<file path="src/rtl/wb_arbiter_pkg.sv">
// Shared types and helpers for the round-robin Wishbone arbiter.
package wb_arbiter_pkg;

  // Arbiter FSM: IDLE arbitrates, BUSY forwards the granted master.
  typedef enum logic [0:0] {
    IDLE = 1'b0,
    BUSY = 1'b1
  } arb_state_e;

  // Width of a master index, never narrower than one bit.
  function automatic int idx_width(input int n);
    if (n <= 2) begin
      return 1;
    end else begin
      return $clog2(n);
    end
  endfunction

endpackage

</file>
<file path="src/rtl/wb_rr_arbiter.sv">
// Combinational round-robin pick: first requester after last_idx, wrapping.
module wb_rr_arbiter #(
  parameter int N_MASTERS = 2,
  parameter int IDX_W     = 1
) (
  input  logic [N_MASTERS-1:0] req,
  input  logic [IDX_W-1:0]     last_idx,
  output logic                 valid,
  output logic [IDX_W-1:0]     idx
);

  // Walk offsets from farthest to nearest so the nearest requester is written last and wins.
  always_comb begin
    int                 cand;
    logic [IDX_W-1:0]   cand_idx;
    valid    = 1'b0;
    idx      = '0;
    cand     = 0;
    cand_idx = '0;
    for (int off = N_MASTERS; off >= 1; off--) begin
      cand = int'(last_idx) + off;
      if (cand >= N_MASTERS) begin
        cand = cand - N_MASTERS;
      end else begin
        cand = cand;
      end
      cand_idx = IDX_W'(cand);
      if (req[cand_idx]) begin
        valid = 1'b1;
        idx   = cand_idx;
      end else begin
        idx   = idx;
      end
    end
  end

endmodule

</file>
<file path="src/rtl/wb_arbiter.sv">
// Round-robin Wishbone B3 arbiter: N masters share one slave port.
// A grant is held for the whole cyc tenure; responses go to the granted master only.
// Optional watchdog: define WB_ARBITER_TIMEOUT_EN to raise m_err on a hung slave.
module wb_arbiter
  import wb_arbiter_pkg::*;
#(
  parameter int N_MASTERS      = 2,
  parameter int WB_ADDR_WIDTH  = 32,
  parameter int WB_DATA_WIDTH  = 32,
  parameter int TIMEOUT_CYCLES = 256
) (
  input  logic                                  clk,
  input  logic                                  rstn,
  input  logic [N_MASTERS-1:0]                  m_cyc,
  input  logic [N_MASTERS-1:0]                  m_stb,
  input  logic [N_MASTERS-1:0]                  m_we,
  input  logic [N_MASTERS*WB_ADDR_WIDTH-1:0]    m_adr,
  input  logic [N_MASTERS*WB_DATA_WIDTH-1:0]    m_dat_w,
  input  logic [N_MASTERS*WB_DATA_WIDTH/8-1:0]  m_sel,
  output logic [WB_DATA_WIDTH-1:0]              m_dat_r,
  output logic [N_MASTERS-1:0]                  m_ack,
  output logic [N_MASTERS-1:0]                  m_err,
  output logic [N_MASTERS-1:0]                  m_gnt,
  output logic                                  s_cyc,
  output logic                                  s_stb,
  output logic                                  s_we,
  output logic [WB_ADDR_WIDTH-1:0]              s_adr,
  output logic [WB_DATA_WIDTH-1:0]              s_dat_w,
  output logic [WB_DATA_WIDTH/8-1:0]            s_sel,
  input  logic [WB_DATA_WIDTH-1:0]              s_dat_r,
  input  logic                                  s_ack,
  input  logic                                  s_err
);

  localparam int IDX_W = idx_width(N_MASTERS);
  localparam int SEL_W = WB_DATA_WIDTH / 8;

  arb_state_e        state;
  logic [IDX_W-1:0]  gnt_idx;
  logic [IDX_W-1:0]  last_idx;
  logic              pick_valid;
  logic [IDX_W-1:0]  pick_idx;
  logic              busy;
  logic              gnt_cyc;
  logic              to_fire;

  wb_rr_arbiter #(
    .N_MASTERS (N_MASTERS),
    .IDX_W     (IDX_W)
  ) u_rr (
    .req      (m_cyc),
    .last_idx (last_idx),
    .valid    (pick_valid),
    .idx      (pick_idx)
  );

  assign busy    = (state == BUSY);
  assign m_dat_r = s_dat_r;

  // Grant FSM: arbitrate in IDLE, hold the grant while the owner keeps cyc high.
  always_ff @(posedge clk or negedge rstn) begin
    if (!rstn) begin
      state    <= IDLE;
      gnt_idx  <= '0;
      last_idx <= IDX_W'(N_MASTERS - 1);
    end else begin
      case (state)
        IDLE: begin
          if (pick_valid) begin
            state    <= BUSY;
            gnt_idx  <= pick_idx;
            last_idx <= pick_idx;
          end else begin
            state    <= IDLE;
          end
        end
        BUSY: begin
          if (!gnt_cyc) begin
            state <= IDLE;
          end else begin
            state <= BUSY;
          end
        end
        default: begin
          state <= IDLE;
        end
      endcase
    end
  end

  // Slave-side mux: follow the granted master in BUSY, drive zeros otherwise.
  always_comb begin
    gnt_cyc = 1'b0;
    s_cyc   = 1'b0;
    s_stb   = 1'b0;
    s_we    = 1'b0;
    s_adr   = '0;
    s_dat_w = '0;
    s_sel   = '0;
    for (int i = 0; i < N_MASTERS; i++) begin
      if (busy && (gnt_idx == IDX_W'(i))) begin
        gnt_cyc = m_cyc[i];
        s_cyc   = m_cyc[i];
        s_stb   = m_stb[i] & m_cyc[i];
        s_we    = m_we[i];
        s_adr   = m_adr[i*WB_ADDR_WIDTH +: WB_ADDR_WIDTH];
        s_dat_w = m_dat_w[i*WB_DATA_WIDTH +: WB_DATA_WIDTH];
        s_sel   = m_sel[i*SEL_W +: SEL_W];
      end else begin
        gnt_cyc = gnt_cyc;
      end
    end
  end

  // Response routing and grant status: only the granted master sees ack/err.
  always_comb begin
    m_ack = '0;
    m_err = '0;
    m_gnt = '0;
    for (int i = 0; i < N_MASTERS; i++) begin
      if (busy && (gnt_idx == IDX_W'(i))) begin
        m_gnt[i] = 1'b1;
        m_ack[i] = s_ack;
        m_err[i] = s_err | to_fire;
      end else begin
        m_gnt[i] = 1'b0;
      end
    end
  end

`ifdef WB_ARBITER_TIMEOUT_EN
  localparam int CNT_W = $clog2(TIMEOUT_CYCLES) + 1;

  logic [CNT_W-1:0] to_cnt;

  // Fires on the TIMEOUT_CYCLES-th consecutive strobed cycle without a slave response.
  assign to_fire = busy & s_stb & ~s_ack & ~s_err & (to_cnt == CNT_W'(TIMEOUT_CYCLES - 1));

  // Watchdog counter: cleared outside BUSY, on any response and after firing.
  always_ff @(posedge clk or negedge rstn) begin
    if (!rstn) begin
      to_cnt <= '0;
    end else if (!busy) begin
      to_cnt <= '0;
    end else if (s_ack || s_err || to_fire) begin
      to_cnt <= '0;
    end else if (s_stb) begin
      to_cnt <= to_cnt + CNT_W'(1);
    end else begin
      to_cnt <= to_cnt;
    end
  end
`else
  assign to_fire = 1'b0;
`endif

endmodule

</file>
<file path="config.mk">
export PLATFORM = sky130hd
export DESIGN_NAME = wb_arbiter
export DESIGN_NICKNAME = d
export VERILOG_FILES = /design/src/rtl/wb_arbiter_pkg.sv /design/src/rtl/wb_rr_arbiter.sv /design/src/rtl/wb_arbiter.sv
export SDC_FILE = /design/constraint.sdc
export NUM_CORES = 1
export LEC_CHECK = 0
export ABC_CLOCK_PERIOD_IN_PS = 2100
export BUFFER_PORTS_ARGS = -buffer_cell sky130_fd_sc_hd__buf_2
export CAP_MARGIN = 10
export CORE_AREA = 3 3 111 113
export CTS_CLUSTER_SIZE = 16
export DETAILED_ROUTE_END_ITERATION = 6
export DIE_AREA = 0 0 114 116
export RECOVER_POWER = 25
export SETUP_SLACK_MARGIN = 0.1
export SLEW_MARGIN = 20
export SYNTH_ARGS = -nofsm -noshare
export SYNTH_HDL_FRONTEND = slang
export SYNTH_SLANG_ARGS = --single-unit
</file>
<file path="constraint.sdc">
create_clock -name clk -period 2.1 [get_ports clk]
set_clock_uncertainty 0.05 [all_clocks]
set_input_delay 0.21 -clock clk [delete_from_list [all_inputs] [get_ports clk]]
set_output_delay 0.21 -clock clk [all_outputs]
set_load 0.05 [all_outputs]
</file>
==> results.yml, run 1 <==
outcome:
  status: "completed"
place:
  dpl-instance-area_um2: 2510
  preCtsSetupSlack_ps: 568
  dpl.hpwl_mm: 5.49
  port_buffers: 222
  gp_congestion: 0.719
finish:
  layout-area-overhead-vs-synth_pct: 68.5
  antenna_cells: 0
  regArea_um2: 80.1
  multi_input_area_um2: 1060
  fin_util: 0.227
  nFillCells: 1306
  nets: 570
  final_cell_mix: "buf_2 (222), nor2_1 (71), mux2i_1 (70)"
  final_area_um2: 2590
  drive_above_1_share: 0.596
  mostFrequentLayoutCell: "buf_2"
yosys:
  seq_area_frac_synth: 0.0496
  yosys_warnings: 0
  synth_cell_types: 21
  syn_area_per_cell_um2: 7.40
  synth_nets: 386
  synth_area_um2: 1540
  synthCells: 208
  ys_ff_latch: 3
routing:
  first_pass_iters: 4
  drc: 0
  num_vias: 2013
  antenna_left: 0
  avgViaCountPerCell: 3.77
  drtIter0Drc: 51
  avgRoutedWirePerCell_um: 11.9
  wirelength_mm: 6.33
die:
  ios: 287
  start_util: 0.135
  die_x_um: 114
  core_area_um2: 11400
  dieArea_um2: 13200
  rows: 39
  die_h_um: 116
timing:
  fin_ws_ps: 346
  fin_crit_ps: 1750
  period_share: 0.835
  tightest_slew_ps: 327
  fmax_mhz: 570
  hold_viol: 0
  maxSlewHeadroom: 0.782
  rsz0062_at_grt: "false"
  setup_viol_count_final: 0
  setup-tns-final_ps: 0
  slew_viol_final: 0
hold_path:
  holdCritPathClass: "in2reg"
  worstHoldStart: "m_cyc[1]"
global_routing:
  grt_overflow: 0
  grt_use_total: 0.0772
  grt_max_degree: 45
  grt_pass1_wl_mm: 8.52
  grt_pass1_vias: 1800
  grt_antenna_before_repair: 0
power:
  power_density_nw_per_um2: 1330
  vdd_drop_max_mv: 0.454
  p_leak_nw: 1.64
  p_total_mw: 3.45
critical_path:
  worstPathRequired_ps: 1840
  r2r-start: "gnt_idx"
  worstPathArrival_ps: 1490
  cp-end-kind: "output port"
  cp-start-kind: "flop"
  crit_start: "gnt_idx"
  critical_path_class: "reg2out"
  cp_max_fo: 44
cts:
  numCtsBuffers: 3
  clk_latency_ps: 220
  htreeDepth: 1
  cts_sinks: 3
  cts.clk_slew.worst_paths_ps: 30
  ctsResizeCount: 0
  cts_tree: "yes"
  cts_root_buf: "clkbuf_16"
  cts_buffer_depth: 2
job:
  drv_cap: 0
==> power by group <==
part / internal, mW / switching [mW] / total (mW)
clock: 0.250 / 0.0501 / 0.300
sequential: 0.0932 / 0.0305 / 0.124
combinational: 0.880 / 2.14 / 3.02
total: 1.22 / 2.23 / 3.45
==> kinds of logic (layout without fill, tap and decap cells) <==
family          after synthesis  after routing  synth area share
compound gates                4              4            0.0179
buf+inv                      49            232             0.261
flops                         3              3            0.0496
mux                          70             70             0.455
simple gates                 82             82             0.217
==> through the flow <==
step,hold WS [ps],std cells
3_3_place_gp,-34.7,529
5_1_grt,269,534
4_1_cts,240,534
2_1_floorplan,-136,208
3_5_place_dp,-37.5,529
6_report,240,534
==> cells in the mapped netlist <==
master | instances | share of area
nand3b_1 | 1 | 0.0049
a21o_1 | 1 | 0.0049
nor3b_1 | 1 | 0.0049
and2_1 | 3 | 0.012
nand3_1 | 1 | 0.0032
a21oi_1 | 2 | 0.0065
buf_12 | 5 | 0.065
dfstp_2 | 1 | 0.017
and3_1 | 2 | 0.0081
a32o_1 | 1 | 0.0065
dfrtp_1 | 2 | 0.032
clkbuf_1 | 7 | 0.017
buf_6 | 1 | 0.0073
mux2i_1 | 70 | 0.45
buf_4 | 34 | 0.17
nand2b_1 | 1 | 0.0041
nand2_1 | 1 | 0.0024
buf_2 | 1 | 0.0032
nor2b_1 | 1 | 0.0041
nor2_1 | 71 | 0.17
inv_2 | 1 | 0.0024
==> path summary, 6_finish.rpt <==
path	end	slack [ps]	cells after the start
worst max register to register	busy	870	3
max in group asynchronous	last_idx	1540	2
worst min-delay path	busy	240	3
worst min register to register	last_idx	470	1
worst max-delay path	m_err[0]	350	4
min in group asynchronous	gnt_idx	270	2
==> state kept, by name (all words and copies together), names as in the netlist <==
signal    count
busy          1
last_idx      1
gnt_idx       1
==> final cells by class <==
class / count / share of cell area
Inverter: 1 / 0.00145
Tap cell: 143 / 0.0689
Sequential cell: 3 / 0.0309
Multi-Input combinational cell: 156 / 0.410
Timing Repair Buffer: 227 / 0.458
Clock buffer: 4 / 0.0304
==> worst max-delay path, stage by stage, from the launching register on <==
cell,delay (ps)
dfrtp_4,490
buf_12,200
nor2b_2,170
and2_1,130
buf_2,250
==> timing repair <==
item                      CTS  global route
hold buffers                1             0
setup buffers               0             0
hold endpoints to repair    3             0
==> layer usage <==
metal,GRT usage,share of wire
met1,0.0771,0.33
met2,0.148,0.53
met3,0.0188,0.11
met4,0.0396,0.030
met5,0,0
Note: power is estimated with default switching activity, not from simulation.
==> inputs of run 2 (changes only) <==
ABC_CLOCK_PERIOD_IN_PS = 1700   (was 2100)
clock period = 1.7 ns   (was 2.1 ns; I/O delays follow)
==> run 2 against run 1 <==
Effect of this change: the flow now finishes with violations (negative setup slack); largest cell class unchanged; design area is 33% higher; global-route usage grew 2.0 points; cell count grew 1.7%.
==> results.yml, run 2 (same netlist as run 1, synthesis figures left out) <==
cts:
  numCtsBuffers: 3
  cts_tree: "yes"
  cts_root_buf: "clkbuf_16"
  clk_latency_ps: 220
  cts_sinks: 3
  htreeDepth: 1
  cts.clk_slew.worst_paths_ps: 30
  cts_buffer_depth: 2
critical_path:
  path_delay_family: "flip-flops"
  cp_slowest_stage_delay_ps: 550
  critical_path_class: "reg2out"
  critical_path_buf_inv_count: 3
  r2r_cells: 4
  worstPathRequired_ps: 1480
  crit_chain: "buf_6, buf_6, mux2i_4, nor2_2, buf_6"
  cp_max_fo: 7
  worstSetupPathDepth: 5
  cpMostUsedCell: "buf_6"
  cp-end-kind: "output port"
  cp-start-kind: "flop"
  cp_slowest_cell: "dfrtp_4"
  worstPathArrival_ps: 1500
power:
  p_total_mw: 5.61
  vdd_drop_max_mv: 0.943
  power_density_nw_per_um2: 1620
  p_leak_nw: 1.77
die:
  ios: 287
  die_h_um: 116
  die_x_um: 114
  dieArea_um2: 13200
  core_area_um2: 11400
  rows: 39
  start_util: 0.135
timing:
  fin_crit_ps: 1720
  setup-tns-final_ps: -28.1
  fin_ws_ps: -21.5
  slew_viol_final: 0
  period_share: 1.01
  hold_viol: 0
  fmax_mhz: 581
  rsz0062_at_grt: "true"
  maxSlewHeadroom: 0.698
  setup_viol_count_final: 3
  tightest_slew_ps: 453
global_routing:
  grt_antenna_before_repair: 0
  grt_max_degree: 41
  grt_use_total: 0.0975
  grt_pass1_vias: 2155
  grt_overflow: 0
  grt_pass1_wl_mm: 10.6
routing:
  wirelength_mm: 7.41
  avgViaCountPerCell: 3.95
  drc: 0
  antenna_left: 0
  drtIter0Drc: 31
  avgRoutedWirePerCell_um: 13.6
  first_pass_iters: 4
  met1Wirelength_mm: 2.21
  highest_layer: "met4"
  route.met2.wl_mm: 4.21
  met3WireLength_um: 746
  num_vias: 2146
finish:
  nets: 579
  mostFrequentLayoutCell: "buf_2"
  nFillCells: 1191
  drive_above_1_share: 0.815
  final_cell_mix: "buf_2 (145), buf_6 (64), nor2_2 (57)"
  antenna_cells: 0
  layout-area-overhead-vs-synth_pct: 125
outcome:
  status: "complete, but fails checks"
  violations: "negative setup slack"
job:
  drv_cap: 0
place:
  gp_congestion: 0.720
  port_buffers: 222
  preCtsSetupSlack_ps: 103
  dpl.hpwl_mm: 5.81
hold_path:
  holdCritPathClass: "in2async"
## run 2: cell count changes in the layout (fill, tap and decap cells not counted), moves of 2 or more
cell / delta
and2_1: -2
and2_4: +2
buf_12: +3
buf_2: -77
buf_4: +15
buf_6: +64
buf_8: +2
clkbuf_4: +2
mux2i_1: -23
mux2i_2: +16
mux2i_4: +7
nor2_1: -57
nor2_2: +57
## run 2: area by class of cell
type	count	area, µm²	area share
flip-flops and latches	3	80.1	0.0232
clock buffers	4	78.8	0.0228
well taps	143	179	0.0517
repair buffers	236	1740	0.504
inverters	1	5.00	0.00145
multi-input cells	156	1370	0.397
## run 2: what timing repair did
action                                  CTS  global route
pin swaps                                 9             4
endpoints found under the hold margin     3             0
setup buffers                             5             0
hold buffers                              1             0
cloned                                    1             0
endpoints found under the setup margin   72            77
gates resized for setup                 162            18
## run 2: worst paths after layout
path                          start       end  slack (ps)
max                         gnt_idx     s_cyc         -20
min                            rstn      busy         220
min reg2reg                last_idx  last_idx         460
max reg2reg                 gnt_idx      busy         390
max in group asynchronous      rstn  last_idx        1190
min in group clk           m_cyc[1]      busy         220
## run 2: layer usage
metal,vias up,track usage
li1,1047,-
met3,30,0.0151
met5,-,0
met2,130,0.204
met4,0,0.0348
met1,939,0.0946
## run 2: power by group
group          total (mW)  switching, mW  internal (mW)
clock network       0.372         0.0631          0.309
logic                5.06           3.03           2.03
registers           0.173         0.0577          0.115
total                5.61           3.15           2.46
## run 2: stage by stage
stage | utilization | hold WS, ps | instances | area [µm²]
global route | 0.303 | 230 | 543 | 3460
global placement | 0.238 | -80.7 | 533 | 2720
CTS | 0.300 | 211 | 544 | 3420
detailed placement | 0.238 | -79.9 | 533 | 2720
floorplan | - | -176 | 208 | 1690
finish | 0.303 | 217 | 543 | 3460
==> inputs of run 3 (changes only) <==
CORE_AREA = 3 3 110 112   (was 3 3 111 113)
DIE_AREA = 0 0 113 115   (was 0 0 114 116)
GPL_TIMING_DRIVEN = 0   (was default)
PLACE_DENSITY_LB_ADDON = 0.1   (was default)
SYNTH_HIERARCHICAL = 1   (was default)
==> run 3 against run 2 <==
Effect of this change: the flow still finishes with violations (negative setup slack); maximum frequency increased by 1.1%; area after synthesis grew 11%; highest routed layer unchanged; setup slack improved by 18 ps.
==> results.yml, run 3 <==
outcome:
  status: "complete, but fails checks"
  violations: "negative setup slack"
yosys:
  synth_enable_flop_cells: 0
  syn_area_per_cell_um2: 8.20
  ys_ff_latch: 3
  synth_nets: 386
  synth_area_um2: 1710
  ys.flop_type: "dfrtp_1"
  synth.most_common_cell: "nor2b_1"
  synth_top_area_frac: 0.411
  yosys.area.top_type: "mux2i_1"
  synthCells: 208
  yosys_warnings: 6
  synth_common_cells: "nor2b_1 (72), mux2i_1 (70), buf_4 (36)"
  synth_cell_types: 19
  yosys-top-cells-area: "mux2i_1 (41%), nor2b_1 (26%), buf_4 (16%)"
  synthArstFlopShare: 1.00
  seq_area_frac_synth: 0.0448
cts:
  cts.clk_slew.worst_paths_ps: 30
  numCtsBuffers: 3
  htreeDepth: 1
  cts_buffer_depth: 2
  clk_latency_ps: 220
  cts_sinks: 3
  cts_root_buf: "clkbuf_16"
  cts_tree: "yes"
global_routing:
  grt_antenna_before_repair: 0
  grt_use_total: 0.106
  grt_overflow: 0
  grt_max_degree: 11
  grt_pass1_vias: 2451
  grt_pass1_wl_mm: 11.4
die:
  die_h_um: 115
  rows: 39
  ios: 287
  core_area_um2: 11300
  dieArea_um2: 13000
  die_x_um: 113
  start_util: 0.151
critical_path:
  cp-end-kind: "output port"
  r2r-start: "gnt_idx"
  critical_path_class: "reg2out"
  r2r_slack_ps: 540
  cp-start-kind: "flop"
  worstPathRequired_ps: 1480
  rr_endpoint: "busy"
  cp_max_fo: 6
  worstPathArrival_ps: 1480
  r2r_cells: 4
place:
  port_buffers: 254
  gp_congestion: 0.689
  dpl.hpwl_mm: 6.58
  dpl-instance-area_um2: 3340
timing:
  fin_crit_ps: 1700
  hold_viol: 0
  slew_viol_final: 0
  fmax_mhz: 587
  setup-tns-final_ps: -3.29
  period_share: 1.00
  tightest_slew_ps: 601
  rsz0062_at_grt: "true"
  setup_viol_count_final: 1
  maxSlewHeadroom: 0.601
  fin_ws_ps: -3.29
routing:
  wirelength_mm: 8.12
  drc: 0
  antenna_left: 0
  drtIter0Drc: 24
  num_vias: 2402
  avgViaCountPerCell: 3.91
  first_pass_iters: 4
  avgRoutedWirePerCell_um: 13.2
power:
  vdd_drop_max_mv: 1.06
  p_total_mw: 8.46
  power_density_nw_per_um2: 2080
  p_leak_nw: 2.11
finish:
  mostFrequentLayoutCell: "buf_2"
  layout-area-overhead-vs-synth_pct: 138
  final_area_um2: 4060
  antenna_cells: 0
  nets: 651
  drive_above_1_share: 0.839
  final_cell_mix: "buf_2 (163), nor2b_2 (71), buf_4 (57)"
hold_path:
  holdCritPathClass: "in2async"
job:
  drv_cap: 0
==> run 3: cell type report <==
| type | count | area (µm²) |
|---|---|---|
| Tap cell | 143 | 179 |
| Sequential cell | 3 | 77.6 |
| Fill cell | 1217 | 7260 |
| Multi-Input combinational cell | 156 | 1540 |
| Buffer | 49 | 425 |
| Clock buffer | 4 | 78.8 |
| Timing Repair Buffer | 260 | 1760 |
==> run 3: how the worst max path moves through the flow <==
| stage | slack (ps) | start | cells after the start | to |
|---|---|---|---|---|
| final | -3 | gnt_idx | 6 | s_dat_w[4] |
| after global routing | -40 | gnt_idx | 6 | s_dat_w[4] |
| after CTS | -9 | gnt_idx | 6 | s_adr[24] |
| after detailed placement | -70 | busy | 4 | s_adr[7] |
| after global placement | -60 | busy | 4 | s_adr[7] |
| after floorplan | -30 | gnt_idx | 4 | m_ack[0] |
==> run 3: critical path: stages (launching register included) <==
cell and delay, ps:
dfrtp_1 360, buf_6 130, buf_4 150, clkbuf_16 160, mux2i_2 150, nor2b_2 140, buf_6 170
==> run 3: per-layer routing <==
| metal | global-route usage | wire length (µm) | vias up |
|---|---|---|---|
| met1 | 0.111 | 2630 | 1050 |
| met2 | 0.213 | 4590 | 156 |
| met4 | 0.0216 | 57 | 0 |
| li1 | - | - | 1190 |
| met3 | 0.0284 | 845 | 6 |
| met5 | 0 | 0 | - |
==> run 3: stage by stage <==
stage	std cells	hold WS [ps]	setup WS, ps	utilization
6_report	615	251	-3.29	0.359
5_1_grt	615	279	-37.5	0.359
4_1_cts	612	221	-9.47	0.340
3_5_place_dp	605	-80.6	-66.5	0.295
3_3_place_gp	605	-81.9	-55.3	0.295
2_1_floorplan	208	-176	-30.5	-
==> run 3: timing repair <==
item,4_1_cts,5_1_grt
endpoints found under the hold margin,3,0
cloned,2,2
endpoints found under the setup margin,76,76
hold buffers,1,0
setup buffers,0,1
gates resized for setup,123,54
==> run 3: cell families (layout without fill, tap and decap cells) <==
| kind of cell | count (synthesis) | count (layout) | share of synthesized area |
|---|---|---|---|
| buffers and inverters | 49 | 313 | 0.224 |
| DFF | 3 | 3 | 0.0448 |
| muxes | 72 | 72 | 0.424 |
| and+or+nand+nor | 81 | 81 | 0.296 |
| AOI/OAI and AO/OA | 3 | 3 | 0.0117 |
==> run 3: power by group <==
| part | switching [mW] | internal (mW) |
|---|---|---|
| clock | 0.0651 | 0.310 |
| combinational | 4.63 | 3.31 |
| sequential | 0.0317 | 0.118 |
| total | 4.72 | 3.73 |
